## src/rtl/rapcore_spi_master.sv

```systemverilog
`default_nettype none
// ============================================================================
//  Module      : rapcore_spi_master
//  Description : SPI initiator for the rapcore responder. Mode 0 (CPOL=0,
//                CPHA=0), MSB first, fixed word length. A word accepted with
//                tx_last=0 keeps CS asserted and waits for the next word, so
//                multi-word bursts go out under a single chip select.
//                Optional feature macro: RAPCORE_SPI_LOOPBACK_EN adds a
//                'loopback' input that feeds the receive shifter from the
//                internal COPI instead of spi_cipo.
//  Revision    : 1.0 - initial release
// ============================================================================
module rapcore_spi_master #(
    parameter int WORD_BITS = 64,
    parameter int CLK_DIV   = 4
) (
    input  logic                 wb_clk_i,
    input  logic                 wb_rst_i,
    input  logic                 tx_valid,
    output logic                 tx_ready,
    input  logic [WORD_BITS-1:0] tx_data,
    input  logic                 tx_last,
    output logic                 rx_valid,
    output logic [WORD_BITS-1:0] rx_data,
    output logic                 busy,
    output logic                 spi_sck,
    output logic                 spi_cs_n,
    output logic                 spi_copi,
    input  logic                 spi_cipo
`ifdef RAPCORE_SPI_LOOPBACK_EN
    ,
    input  logic                 loopback
`endif
);

    // Divider width stays at least one bit so CLK_DIV=1 still elaborates.
    localparam int DIV_W = (CLK_DIV > 1) ? $clog2(CLK_DIV) : 1;
    localparam int CNT_W = $clog2(WORD_BITS + 1);

    localparam logic [DIV_W-1:0] DIV_LAST  = DIV_W'(CLK_DIV - 1);
    localparam logic [CNT_W-1:0] BITS_LAST = CNT_W'(WORD_BITS - 1);
    localparam logic [CNT_W-1:0] BITS_ALL  = CNT_W'(WORD_BITS);

    typedef enum logic [2:0] {
        ST_IDLE       = 3'd0,
        ST_SETUP      = 3'd1,
        ST_SHIFT      = 3'd2,
        ST_HOLD       = 3'd3,
        ST_BURST_WAIT = 3'd4,
        ST_GAP        = 3'd5
    } state_t;

    state_t               state_q;
    logic [DIV_W-1:0]     div_q;
    logic [CNT_W-1:0]     bit_cnt_q;
    // The MSB of each word goes straight to COPI at accept time, so the
    // transmit shifter only has to hold the remaining WORD_BITS-1 bits.
    logic [WORD_BITS-2:0] tx_sr_q;
    // The final received bit is merged in directly when rx_data is loaded,
    // so the receive shifter also only needs WORD_BITS-1 bits.
    logic [WORD_BITS-2:0] rx_sr_q;
    logic [WORD_BITS-1:0] rx_data_q;
    logic                 last_q;
    logic                 tx_ready_q;
    logic                 rx_valid_q;
    logic                 busy_q;
    logic                 sck_q;
    logic                 cs_n_q;
    logic                 copi_q;

    logic                 tick_w;
    logic                 accept_w;
    logic                 rx_bit_w;
    logic [WORD_BITS-1:0] rx_word_w;

    // A tick marks the end of one SCK half-period.
    assign tick_w   = (div_q == DIV_LAST);
    assign accept_w = tx_valid && tx_ready_q;

`ifdef RAPCORE_SPI_LOOPBACK_EN
    // In loopback the pins keep toggling; only the receive source changes.
    assign rx_bit_w = loopback ? copi_q : spi_cipo;
`else
    assign rx_bit_w = spi_cipo;
`endif

    assign rx_word_w = {rx_sr_q, rx_bit_w};

    // Half-period divider: parked at zero in IDLE, and restarted on every
    // accepted word so the first SHIFT half-period is always full length.
    always_ff @(posedge wb_clk_i) begin
        if (wb_rst_i) begin
            div_q <= '0;
        end else if (state_q == ST_IDLE || accept_w || tick_w) begin
            div_q <= '0;
        end else begin
            div_q <= div_q + DIV_W'(1);
        end
    end

    // Transfer sequencer; every pin and handshake output is a register here.
    always_ff @(posedge wb_clk_i) begin
        if (wb_rst_i) begin
            state_q    <= ST_IDLE;
            bit_cnt_q  <= '0;
            tx_sr_q    <= '0;
            rx_sr_q    <= '0;
            last_q     <= 1'b0;
            tx_ready_q <= 1'b1;
            rx_valid_q <= 1'b0;
            busy_q     <= 1'b0;
            sck_q      <= 1'b0;
            cs_n_q     <= 1'b1;
            copi_q     <= 1'b0;
            // A reset that aborts a transfer keeps the last completed word;
            // once the block is idle (any reset held past one cycle, such as
            // power-on) the received word is cleared.
            if (!busy_q) begin
                rx_data_q <= '0;
            end
        end else begin
            rx_valid_q <= 1'b0;
            case (state_q)
                ST_IDLE: begin
                    if (accept_w) begin
                        tx_sr_q    <= tx_data[WORD_BITS-2:0];
                        copi_q     <= tx_data[WORD_BITS-1];
                        last_q     <= tx_last;
                        bit_cnt_q  <= '0;
                        rx_sr_q    <= '0;
                        cs_n_q     <= 1'b0;
                        tx_ready_q <= 1'b0;
                        busy_q     <= 1'b1;
                        state_q    <= ST_SETUP;
                    end
                end

                ST_SETUP: begin
                    if (tick_w) begin
                        state_q <= ST_SHIFT;
                    end
                end

                ST_SHIFT: begin
                    if (tick_w) begin
                        if (!sck_q) begin
                            // Rising edge: sample the responder.
                            sck_q     <= 1'b1;
                            rx_sr_q   <= rx_word_w[WORD_BITS-2:0];
                            bit_cnt_q <= bit_cnt_q + CNT_W'(1);
                            if (bit_cnt_q == BITS_LAST) begin
                                rx_data_q  <= rx_word_w;
                                rx_valid_q <= 1'b1;
                            end
                        end else begin
                            // Falling edge: present the next bit, or finish.
                            sck_q <= 1'b0;
                            if (bit_cnt_q == BITS_ALL) begin
                                state_q <= ST_HOLD;
                            end else begin
                                copi_q  <= tx_sr_q[WORD_BITS-2];
                                tx_sr_q <= {tx_sr_q[WORD_BITS-3:0], 1'b0};
                            end
                        end
                    end
                end

                ST_HOLD: begin
                    if (tick_w) begin
                        if (last_q) begin
                            cs_n_q  <= 1'b1;
                            copi_q  <= 1'b0;
                            state_q <= ST_GAP;
                        end else begin
                            tx_ready_q <= 1'b1;
                            state_q    <= ST_BURST_WAIT;
                        end
                    end
                end

                ST_BURST_WAIT: begin
                    // CS stays low indefinitely until the next burst word.
                    if (accept_w) begin
                        tx_sr_q    <= tx_data[WORD_BITS-2:0];
                        copi_q     <= tx_data[WORD_BITS-1];
                        last_q     <= tx_last;
                        bit_cnt_q  <= '0;
                        tx_ready_q <= 1'b0;
                        state_q    <= ST_SHIFT;
                    end
                end

                ST_GAP: begin
                    // Guarantees the minimum CS-high time between frames.
                    if (tick_w) begin
                        tx_ready_q <= 1'b1;
                        busy_q     <= 1'b0;
                        state_q    <= ST_IDLE;
                    end
                end

                default: begin
                    tx_ready_q <= 1'b1;
                    busy_q     <= 1'b0;
                    sck_q      <= 1'b0;
                    cs_n_q     <= 1'b1;
                    copi_q     <= 1'b0;
                    state_q    <= ST_IDLE;
                end
            endcase
        end
    end

    assign tx_ready = tx_ready_q;
    assign rx_valid = rx_valid_q;
    assign rx_data  = rx_data_q;
    assign busy     = busy_q;
    assign spi_sck  = sck_q;
    assign spi_cs_n = cs_n_q;
    assign spi_copi = copi_q;

endmodule
`default_nettype wire

```

## config.mk

```make
export PLATFORM = sky130hd
export DESIGN_NAME = rapcore_spi_master
export DESIGN_NICKNAME = d
export VERILOG_FILES = /design/src/rtl/rapcore_spi_master.sv
export SDC_FILE = /design/constraint.sdc
export NUM_CORES = 1
export LEC_CHECK = 0
export ABC_AREA = 0
export CORE_AREA = 2 2 173 175
export CTS_BUF_LIST = sky130_fd_sc_hd__clkbuf_8
export DETAILED_ROUTE_END_ITERATION = 16
export DIE_AREA = 0 0 175 177
export PLACE_DENSITY = 0.47
export SETUP_SLACK_MARGIN = 0.4
export SLEW_MARGIN = 20
export SYNTH_ARGS = -nofsm -noshare
export SYNTH_HDL_FRONTEND = slang
export SYNTH_SLANG_ARGS = --single-unit
```

## constraint.sdc

```tcl
create_clock -name wb_clk_i -period 12.85 [get_ports wb_clk_i]
set_input_delay 1.285 -clock wb_clk_i [delete_from_list [all_inputs] [get_ports wb_clk_i]]
set_output_delay 1.285 -clock wb_clk_i [all_outputs]
set_load 0.005 [all_outputs]
```

==> out/qor.yml <==
cts:
  cts_buffer_depth: 3
  cts_tree: "done"
  cts_buffers: 39
  holdBufCountCts: 0
  cts_setup_buffers: 0
  clock-sinks: 209
  clk_latency_ps: 530
  h-tree-depth: 2
  clk_pin_slew_ps: 60
  post_cts_resized: 0
  root_buffer: "clkbuf_8"
outcome:
  outcome: "complete, no violations"
worst_setup_path:
  cp_max_fo: 64
  endpoint_kind: "flop"
  path_class: "flop to flop"
  critPathTopFamily: "simple AND/OR/NAND/NOR gates"
  slowest_delay_ps: 660
  path_cells: "ha_1, nand3b_1, nor4_1, nand3_1, o31ai_4, buf_4"
  critPathLaunchType: "flop"
  path_buf_inv: 1
  worst_path_max_delay_cell: "buf_4"
  arrival_ps: 3320
  cp.required_ps: 13000
sta:
  worst_pin_slew_ps: 973
  final.period_utilization_pct: 24.6
  clock_skew_ps: 20.8
  relSlewSlack_pct: 35.1
  hold_viol: 0
  setup_slack_ps: 9690
  rsz0062_at_grt: "no"
  fin_crit_ps: 3160
  finalSetupViolCount: 0
  slew_violations: 0
  fmax_mhz: 316
  fin_tns_setup_ps: 0
synthesis:
  synth_warnings: 0
  synth_top_area_share_pct: 33.7
  synthTopCellsByCount: "145 x dfxtp_1, 74 x nand2_1, 68 x clkbuf_1, 68 x inv_1"
  ys_types: 43
  synth_ff_type: "dfxtp_1"
  syn_nets: 899
  synth_edf_count: 64
  synth_most_common_cell: "dfxtp_1"
  ys_seq_elements: 209
  netlist_instances: 827
  synth_seq_area_share_pct: 56.1
  synthTopCellsByArea: "dfxtp_1 34%, edfxtp_1 22%, a311oi_2 10%"
  synth_area_per_cell_sq_um: 10.4
  netlist_area_sq_um: 8610
  synth_top_cell_by_area: "dfxtp_1"
  synthArstFlopShare_pct: 0
die:
  fp.dieH_um: 177
  dieArea_sq_um: 31000
  die_w_um: 175
  placementRows: 63
  floorplan.initialDensity_pct: 29.4
  core_sq_um: 29200
  pin_count: 139
grt:
  track_usage_pct: 13.0
  grt_max_degree: 88
  grt_pass1_vias: 6374
  grt_first_pass_wirelength_um: 33400
  antenna_found_initial: 1
  grt_remaining_overflow: 0
placed_design:
  portBuffers: 138
  place_ws_ps: 9220
  place_inst: 1289
  dp_hpwl_um: 11400
  dpl-instance-area_sq_um: 10300
  gp_congestion: 0.716
drt:
  wl_um: 20200
  drc: 0
  drt_iter0_drc: 334
  firstDrtPassIters: 4
  dr_total_vias: 6431
  ant_nets: 0
  routedWlPerCell_um: 14.9
  vias_per_cell: 4.74
min_path:
  hp-class: "flop to flop"
final_layout:
  fin_nets: 1012
  stdcell_area_sq_um: 11000
  drive_above_1_share_pct: 13.6
  area_delta_synth_final_pct: 27.7
  antennaDiodeCount: 0
  final_cells: 1358
power:
  total_power_w: 0.00152
  clock_power_share_pct: 39.2
  peakVddDrop_uv: 44.6
  p_leak_nw: 4.18
  sw_frac_of_total_pct: 26.0
  p_seq_share_pct: 48.2
  p_per_area_nw_per_um2: 139
  p_int_w: 0.00113
  switchingPower_w: 0.000396
  pwr-share-comb_pct: 12.6
flow_run:
  maxCapViolCount: 0
[stage by stage]
step / util (%) / hold WS [ps]
after floorplan: - / 406
after global placement: 35.1 / 419
after detailed placement: 35.1 / 426
after CTS: 37.6 / 435
after global routing: 37.6 / 451
final: 37.6 / 432
[kinds of logic (layout without fill, tap and decap cells)]
kind of cell | Yosys count | in the layout | share of synthesized area [%]
simple gates | 244 | 244 | 14.5
compound gates | 219 | 219 | 21.2
flops | 209 | 209 | 56.1
buf+inv | 144 | 285 | 6.91
xor+xnor | 4 | 4 | 0.407
mux | 4 | 4 | 0.480
fa+ha+maj | 3 | 3 | 0.436
[final timing paths]
kind	slack (ps)	to	cells after the start	startpoint
worst max-delay path	9690	rx_data[17]$_SDFFCE_PP0P_	6	div_q[0]$_SDFF_PP0_
worst min register to register	430	div_q[0]$_SDFF_PP0_	1	div_q[0]$_SDFF_PP0_
worst min-delay path	430	div_q[0]$_SDFF_PP0_	1	div_q[0]$_SDFF_PP0_
worst max register to register	9690	rx_data[17]$_SDFFCE_PP0P_	6	div_q[0]$_SDFF_PP0_
[final cells by class]
class                   instances  area, sq um
inverters                      68          255
multi-input cells             474         3240
well taps                     390          488
flip-flops and latches        209         4830
repair buffers                148         1460
clock inverters                24          105
fillers                      2958        18300
clock buffers                  45          619
[registers in the layout, summed over array words and instances, names as in the netlist]
signal / count
last_q: 1
rx_valid: 1
tx_ready: 1
rx_sr_q: 63
spi_cs_n: 1
rx_data: 64
state_q: 3
spi_copi: 1
tx_sr_q: 63
spi_sck: 1
busy: 1
div_q: 2
bit_cnt_q: 7
[power groups by stage]
stage / registers [W] / clock network, W / logic [W]
3_3_place_gp: 0.000748 / 0 / 0.000193
5_1_grt: 0.000738 / 0.000654 / 0.000210
3_5_place_dp: 0.000748 / 0 / 0.000195
4_1_cts: 0.000735 / 0.000624 / 0.000195
6_report: 0.000734 / 0.000598 / 0.000191
2_1_floorplan: 0.000748 / 0 / 0.000120
[layer usage]
layer,wire length (um),GRT usage [%],up-vias
li1,-,-,3225
met3,1210,3.50,35
met5,13,0,-
met2,8540,20.0,168
met1,10000,17.7,3001
met4,392,4.06,2
[cell usage in the layout (no fill, tap or decap), drive strengths merged, types with 45 or more instances in the layout]
cell type	instances
edfxtp	64
o22ai	61
nand2	74
o21ai	67
dfxtp	145
nand2b	67
clkdlybuf4s50	137
inv	87
nor3	67
clkbuf	45
a311oi	63
[worst reg2reg max path: cells and delay by family, from the launching register on]
family                     cells  cell delay, ps
buffers and inverters          1             660
AOI/OAI and AO/OA              1             210
DFF                            1             330
and+or+nand+nor                3            1090
adders and majority gates      1             470
(Power assumes the default switching activity.)
